`src/rtl/flgmatch_pkg.sv`:
```
// Shared types and width helpers for the sparse-flag match scanner.
package flgmatch_pkg;

  typedef enum logic {
    IDLE = 1'b0,
    SCAN = 1'b1
  } state_t;

  localparam int DEF_FLAG_WIDTH = 32;
  localparam int OFS_WIDTH = $clog2(DEF_FLAG_WIDTH);
  localparam int NUM_WIDTH = OFS_WIDTH + 1;

  // Offsets index below a position, so they never exceed FLAG_WIDTH-1.
  function automatic int ofsWidth(input int flagWidth);
    return $clog2(flagWidth);
  endfunction

endpackage

```
`src/rtl/flg_match_scan_popcnt.sv`:
```
// Combinational population count of a WIDTH-bit word.
module flg_popcnt #(
  parameter int WIDTH     = 8,
  parameter int CNT_WIDTH = 4
) (
  input  logic [WIDTH-1:0]     data,
  output logic [CNT_WIDTH-1:0] count
);

  always_comb begin
    count = '0;
    for (int i = 0; i < WIDTH; i++) begin
      count = count + CNT_WIDTH'(data[i]);
    end
  end

endmodule

```
`src/rtl/flg_match_scan.sv`:
```
// Streams (act, weight) compressed addresses for every position where both flags are set.
// Optional FLGMATCH_CNT_EN adds the MatchNum output.
module flg_match_scan
  import flgmatch_pkg::*;
#(
  parameter int FLAG_WIDTH = 32,
  parameter int ADDR_WIDTH = 12
) (
  input  logic                        clk,
  input  logic                        rst_n,
  input  logic                        FlgVld,
  output logic                        FlgRdy,
  input  logic [FLAG_WIDTH-1:0]       Act,
  input  logic [FLAG_WIDTH-1:0]       Wei,
  input  logic [ADDR_WIDTH-1:0]       ActBase,
  input  logic [ADDR_WIDTH-1:0]       WeiBase,
  output logic                        OutVld,
  input  logic                        OutRdy,
  output logic [ADDR_WIDTH-1:0]       ActAddr,
  output logic [ADDR_WIDTH-1:0]       WeiAddr,
  output logic                        OutLast,
  output logic                        WordDone,
  output logic [$clog2(FLAG_WIDTH):0] ActNum,
`ifdef FLGMATCH_CNT_EN
  output logic [$clog2(FLAG_WIDTH):0] MatchNum,
`endif
  output logic [$clog2(FLAG_WIDTH):0] WeiNum
);

  localparam int OFS_W = ofsWidth(FLAG_WIDTH);
  localparam int NUM_W = OFS_W + 1;
  localparam logic [FLAG_WIDTH-1:0] FLAG_ONE = FLAG_WIDTH'(1);

  state_t                  state;
  logic [FLAG_WIDTH-1:0]   actR;
  logic [FLAG_WIDTH-1:0]   weiR;
  logic [FLAG_WIDTH-1:0]   rem;
  logic [ADDR_WIDTH-1:0]   actBaseR;
  logic [ADDR_WIDTH-1:0]   weiBaseR;

  logic                    loadNow;
  logic                    popNow;
  logic [FLAG_WIDTH-1:0]   matchIn;
  logic [FLAG_WIDTH-1:0]   remNext;
  logic [FLAG_WIDTH-1:0]   actNext;
  logic [FLAG_WIDTH-1:0]   weiNext;
  logic [ADDR_WIDTH-1:0]   actBaseNext;
  logic [ADDR_WIDTH-1:0]   weiBaseNext;
  logic [FLAG_WIDTH-1:0]   lsbNext;
  logic [FLAG_WIDTH-1:0]   belowNext;
  logic [OFS_W-1:0]        actBelow;
  logic [OFS_W-1:0]        weiBelow;

  // Addresses are registered, so they are derived from next-cycle flag state.
  always_comb begin
    loadNow     = (state == IDLE) && FlgVld;
    popNow      = (state == SCAN) && OutRdy;
    matchIn     = Act & Wei;
    remNext     = rem;
    actNext     = actR;
    weiNext     = weiR;
    actBaseNext = actBaseR;
    weiBaseNext = weiBaseR;
    if (loadNow) begin
      remNext     = matchIn;
      actNext     = Act;
      weiNext     = Wei;
      actBaseNext = ActBase;
      weiBaseNext = WeiBase;
    end else if (popNow) begin
      remNext = rem & ~(rem & (-rem));
    end
    lsbNext   = remNext & (-remNext);
    belowNext = lsbNext - FLAG_ONE;
  end

  flg_popcnt #(.WIDTH(FLAG_WIDTH), .CNT_WIDTH(OFS_W)) actBelowCnt (
    .data  (actNext & belowNext),
    .count (actBelow)
  );

  flg_popcnt #(.WIDTH(FLAG_WIDTH), .CNT_WIDTH(OFS_W)) weiBelowCnt (
    .data  (weiNext & belowNext),
    .count (weiBelow)
  );

  flg_popcnt #(.WIDTH(FLAG_WIDTH), .CNT_WIDTH(NUM_W)) actNumCnt (
    .data  (actR),
    .count (ActNum)
  );

  flg_popcnt #(.WIDTH(FLAG_WIDTH), .CNT_WIDTH(NUM_W)) weiNumCnt (
    .data  (weiR),
    .count (WeiNum)
  );

`ifdef FLGMATCH_CNT_EN
  flg_popcnt #(.WIDTH(FLAG_WIDTH), .CNT_WIDTH(NUM_W)) matchNumCnt (
    .data  (actR & weiR),
    .count (MatchNum)
  );
`endif

  // SCAN is simply "matches remain"; the last handshake or an empty load returns to IDLE.
  always_ff @(posedge clk) begin
    if (!rst_n) begin
      state    <= IDLE;
      actR     <= '0;
      weiR     <= '0;
      rem      <= '0;
      actBaseR <= '0;
      weiBaseR <= '0;
      FlgRdy   <= 1'b1;
      OutVld   <= 1'b0;
      OutLast  <= 1'b0;
      WordDone <= 1'b0;
      ActAddr  <= '0;
      WeiAddr  <= '0;
    end else begin
      state    <= (remNext != '0) ? SCAN : IDLE;
      actR     <= actNext;
      weiR     <= weiNext;
      rem      <= remNext;
      actBaseR <= actBaseNext;
      weiBaseR <= weiBaseNext;
      FlgRdy   <= (remNext == '0);
      OutVld   <= (remNext != '0);
      OutLast  <= (remNext != '0) && ((remNext & (remNext - FLAG_ONE)) == '0);
      WordDone <= (loadNow && (matchIn == '0)) || (popNow && OutLast);
      ActAddr  <= actBaseNext + ADDR_WIDTH'(actBelow);
      WeiAddr  <= weiBaseNext + ADDR_WIDTH'(weiBelow);
    end
  end

endmodule
```
`config.mk`:
```
export PLATFORM = sky130hd
export DESIGN_NAME = flg_match_scan
export DESIGN_NICKNAME = d
export VERILOG_FILES = /design/src/rtl/flgmatch_pkg.sv /design/src/rtl/flg_match_scan_popcnt.sv /design/src/rtl/flg_match_scan.sv
export SDC_FILE = /design/constraint.sdc
export NUM_CORES = 1
export LEC_CHECK = 0
export BUFFER_PORTS_ARGS = -buffer_cell sky130_fd_sc_hd__buf_2
export CORE_UTILIZATION = 42
export DETAILED_ROUTE_END_ITERATION = 10
export PLACE_DENSITY = 0.6
export SLEW_MARGIN = 5
export SYNTH_ARGS = -nofsm -noshare
export SYNTH_HDL_FRONTEND = slang
export SYNTH_HIERARCHICAL = 1
export SYNTH_SLANG_ARGS = --single-unit
```
`constraint.sdc`:
```
create_clock -name clk -period 8.8 [get_ports clk]
set_clock_uncertainty 0.15 [all_clocks]
set_input_delay 1.76 -clock clk [delete_from_list [all_inputs] [get_ports clk]]
set_output_delay 1.76 -clock clk [all_outputs]
set_load 0.03 [all_outputs]
```
==> impl_metrics.py <==
metrics = {
    "outcome": {
        "status": "complete, but fails checks",
        "violations": "setup timing",
    },
    "global_routing": {
        "met2_usage": 0.447,
        "gr-usage-all-layers": 0.263,
        "met3_usage": 0.0442,
        "antenna_found_initial": 2,
        "grt_pass1_vias": 9656,
        "grt_busiest_layer": "met2",
        "overflow": 0,
        "grt.met1_usage": 0.329,
        "grt_max_degree": 69,
        "grt_pass1_wl_mm": 51.9,
    },
    "timing": {
        "setup_viol": 4,
        "fin_crit_sh": 1.00,
        "max_freq_mhz": 113,
        "rsz0062_at_grt": "true",
        "setup_slack_ns": -0.0317,
        "worst_slew_pin_slew_ns": 0.852,
        "hold_viol": 0,
        "finalMaxSlewViolations": 0,
        "layout_min_cycle_time_ns": 8.83,
        "slew_headroom": 0.427,
    },
    "critical_path": {
        "worst-setup-path-type": "in -> reg",
        "crit_path_top_delay_cell": "fa_1",
        "cp.arrival_ns": 8.97,
        "worstPathMaxFanout": 7,
        "r2r_slack_ns": 0.42,
        "critPathLaunchType": "input port",
        "end_kind": "register",
        "worst_path_largest_cell_delay_ns": 0.52,
        "crit_required_ns": 8.94,
        "crit_top_cell": "fa_1",
    },
    "clock_network": {
        "numCtsBuffers": 17,
        "clk_path_buf_depth": 2,
        "cts.sinks": 148,
        "clk-insertion-delay-late_ns": 0.43,
        "clkSlewWorstSetupHoldPaths_ns": 0.06,
        "root_buffer": "clkbuf_16",
        "cts_tree": "done",
        "htreeDepth": 4,
        "ctsHoldBuffers": 0,
    },
    "pwr": {
        "power_frac_comb": 0.522,
        "seq_power_share": 0.236,
        "ir_worst_vdd_mv": 0.185,
        "powerDensity_nw_per_um2": 226,
        "internal_power_w": 0.00188,
        "switching_share": 0.407,
        "netSwitchingPower_w": 0.00129,
        "leakage_nw": 6.92,
        "clkPwrFrac": 0.241,
    },
    "final_layout": {
        "register_area_um2": 2960,
        "fill_cells": 2266,
        "area_growth_pct": 32.2,
        "final_core_util": 0.572,
        "final_nets": 1744,
        "multi_input_area_um2": 7120,
        "drive_gt1_frac": 0.310,
        "stdcell_count": 1850,
    },
    "synth": {
        "postSynthCellCount": 1214,
        "syn-cell-area_um2": 10600,
        "yosysSeqAreaShare": 0.279,
        "synth_nets": 1446,
        "yosys_warnings": 6,
        "synth_top_family_by_area": "adder cells",
        "synth.avg_cell_area_um2": 8.74,
        "async_reset_ff_frac": 0,
        "synth_seq_cells": 148,
        "synth_compound_gate_area_share": 0.0798,
        "yosys.area_share.xor_xnor": 0.0256,
        "synthFlopType": "dfxtp_1",
        "synth_edf_count": 0,
        "yosys.area_share.simple": 0.203,
        "synth_cell_type_count": 80,
        "synth_fa_ha_area_frac": 0.235,
        "synth.area.mux_share": 0.0863,
    },
    "route": {
        "antenna_left": 0,
        "drt_iter0_drc": 494,
        "num_vias": 9376,
        "wl_per_cell_um": 18.0,
        "vias_per_cell": 5.07,
        "drc": 0,
        "totalWireLength_mm": 33.4,
        "first_pass_iters": 5,
    },
    "run": {
        "maxCapViolCount": 0,
    },
    "floorplanning": {
        "ios": 132,
        "initial_core_util": 0.433,
        "fp.coreArea_um2": 24500,
        "fp-row-count": 57,
        "dieArea_um2": 25900,
        "die_w_um": 161,
        "die-height_um": 161,
    },
    "place": {
        "port-buffer-count": 131,
        "place_ws_ns": -0.673,
        "dp_cells": 1771,
        "gp_congestion": 0.931,
        "dp_hpwl_mm": 26.2,
    },
    "min_path": {
        "hp-class": "reg -> reg",
    },
}
cells in the final DEF, fill, tap and decap left out, types with 12 or more instances in the layout:
master and n:
mux2i_1 86, nor3_1 25, buf_2 129, nor2_1 182, inv_1 198, o21ai_0 12, a21oi_2 16, and2_1 27
nand2_1 76, buf_4 173, nand3_1 15, a21oi_1 26, ha_1 39, fa_1 93, buf_6 12, clkbuf_16 17
xnor2_1 16, dfxtp_1 148
layout make-up:
cell class / instances / area share
multi-input cells: 819 / 0.507
clock inverters: 12 / 0.0111
flip-flops and latches: 148 / 0.211
diodes: 1 / 0.000178
inverters: 208 / 0.0558
repair buffers: 318 / 0.154
well taps: 324 / 0.0289
clock buffers: 20 / 0.0318
path summary, 6_finish.rpt:
path                            endpoint              startpoint  depth (start not counted)
setup reg to reg  ActAddr[10]$_SDFF_PN0_       rem[6]$_SDFF_PN0_                         34
setup / recovery  ActAddr[10]$_SDFF_PN0_                  FlgVld                         37
hold reg to reg   weiBaseR[4]$_SDFF_PN0_  weiBaseR[4]$_SDFF_PN0_                          2
hold / removal    weiBaseR[4]$_SDFF_PN0_  weiBaseR[4]$_SDFF_PN0_                          2
routing by layer:
| layer | wire length (um) | up-vias |
|---|---|---|
| li1 | - | 4495 |
| met1 | 14000 | 4513 |
| met2 | 16200 | 308 |
| met3 | 2060 | 58 |
| met4 | 1050 | 2 |
| met5 | 10 | - |
flip-flops by register name, indices dropped and copies added (netlist names):
name and flops:
OutVld 1, FlgRdy 1, weiR 32, actR 32, ActAddr 12, rem 32, actBaseR 12, WeiAddr 12
weiBaseR 12, WordDone 1, OutLast 1
through the flow:
stage                     hold WS (ns)  cell area (um2)  total power [W]  setup TNS [ns]
after floorplan                  0.294            10700          0.00179           -1.16
after global placement           0.301            12600          0.00224           -7.56
after detailed placement         0.307            12600          0.00226           -8.78
after CTS                        0.317            13600          0.00306               0
after global routing             0.329            14000          0.00338           -3.87
final                            0.314            14000          0.00317         -0.0640
power groups by stage:
stage / clock (W) / sequential [W] / combinational, W
6_report: 0.000765 / 0.000748 / 0.00166
5_1_grt: 0.000797 / 0.000753 / 0.00183
4_1_cts: 0.000775 / 0.000748 / 0.00154
3_5_place_dp: 0 / 0.000762 / 0.00150
3_3_place_gp: 0 / 0.000762 / 0.00148
2_1_floorplan: 0 / 0.000797 / 0.000995
synth_stat cells (all sizes together), types with 4 or more instances:
cell type,instances,area share
inv,208,0.074
nor2,194,0.069
dfxtp,148,0.28
fa,98,0.18
mux2i,87,0.082
nand2,81,0.029
a21oi,44,0.024
ha,42,0.050
nor3,31,0.018
and2,28,0.017
clkbuf,21,0.0074
nand3,21,0.011
xnor2,21,0.017
buf,18,0.0099
o21ai,16,0.0075
nor4,14,0.010
a31oi,13,0.0094
nand2b,12,0.0071
a21o,10,0.0072
nor2b,10,0.0059
xor2,10,0.0083
nand4,8,0.0053
and4b,7,0.0066
and3,6,0.0035
a211oi,5,0.0047
mux2,4,0.0042
nand3b,4,0.0047
or2,4,0.0026
or3,4,0.0024
or4,4,0.0035
cells by family (layout without fill, tap and decap cells):
group | count (synthesis) | count (layout)
compound gates | 121 | 121
simple gates | 435 | 435
other cells | 0 | 1
xor+xnor | 31 | 31
flops | 148 | 148
fa+ha+maj | 141 | 141
buf+inv | 247 | 558
mux | 91 | 91
critical path: cells and delay by family:
family	cells	cell delay, ns
fa+ha+maj	9	3.60
simple gates	13	2.07
buf+inv	10	0.86
mux	1	0.32
compound gates	3	0.21
xor+xnor	1	0.14
what timing repair did:
item / 4_1_cts / 5_1_grt
resized for setup: 37 / 62
setup endpoints to repair: 13 / 16
cloned: 1 / 0
setup buffers: 26 / 20
pin swaps: 8 / 58
(Power assumes the default switching activity.)
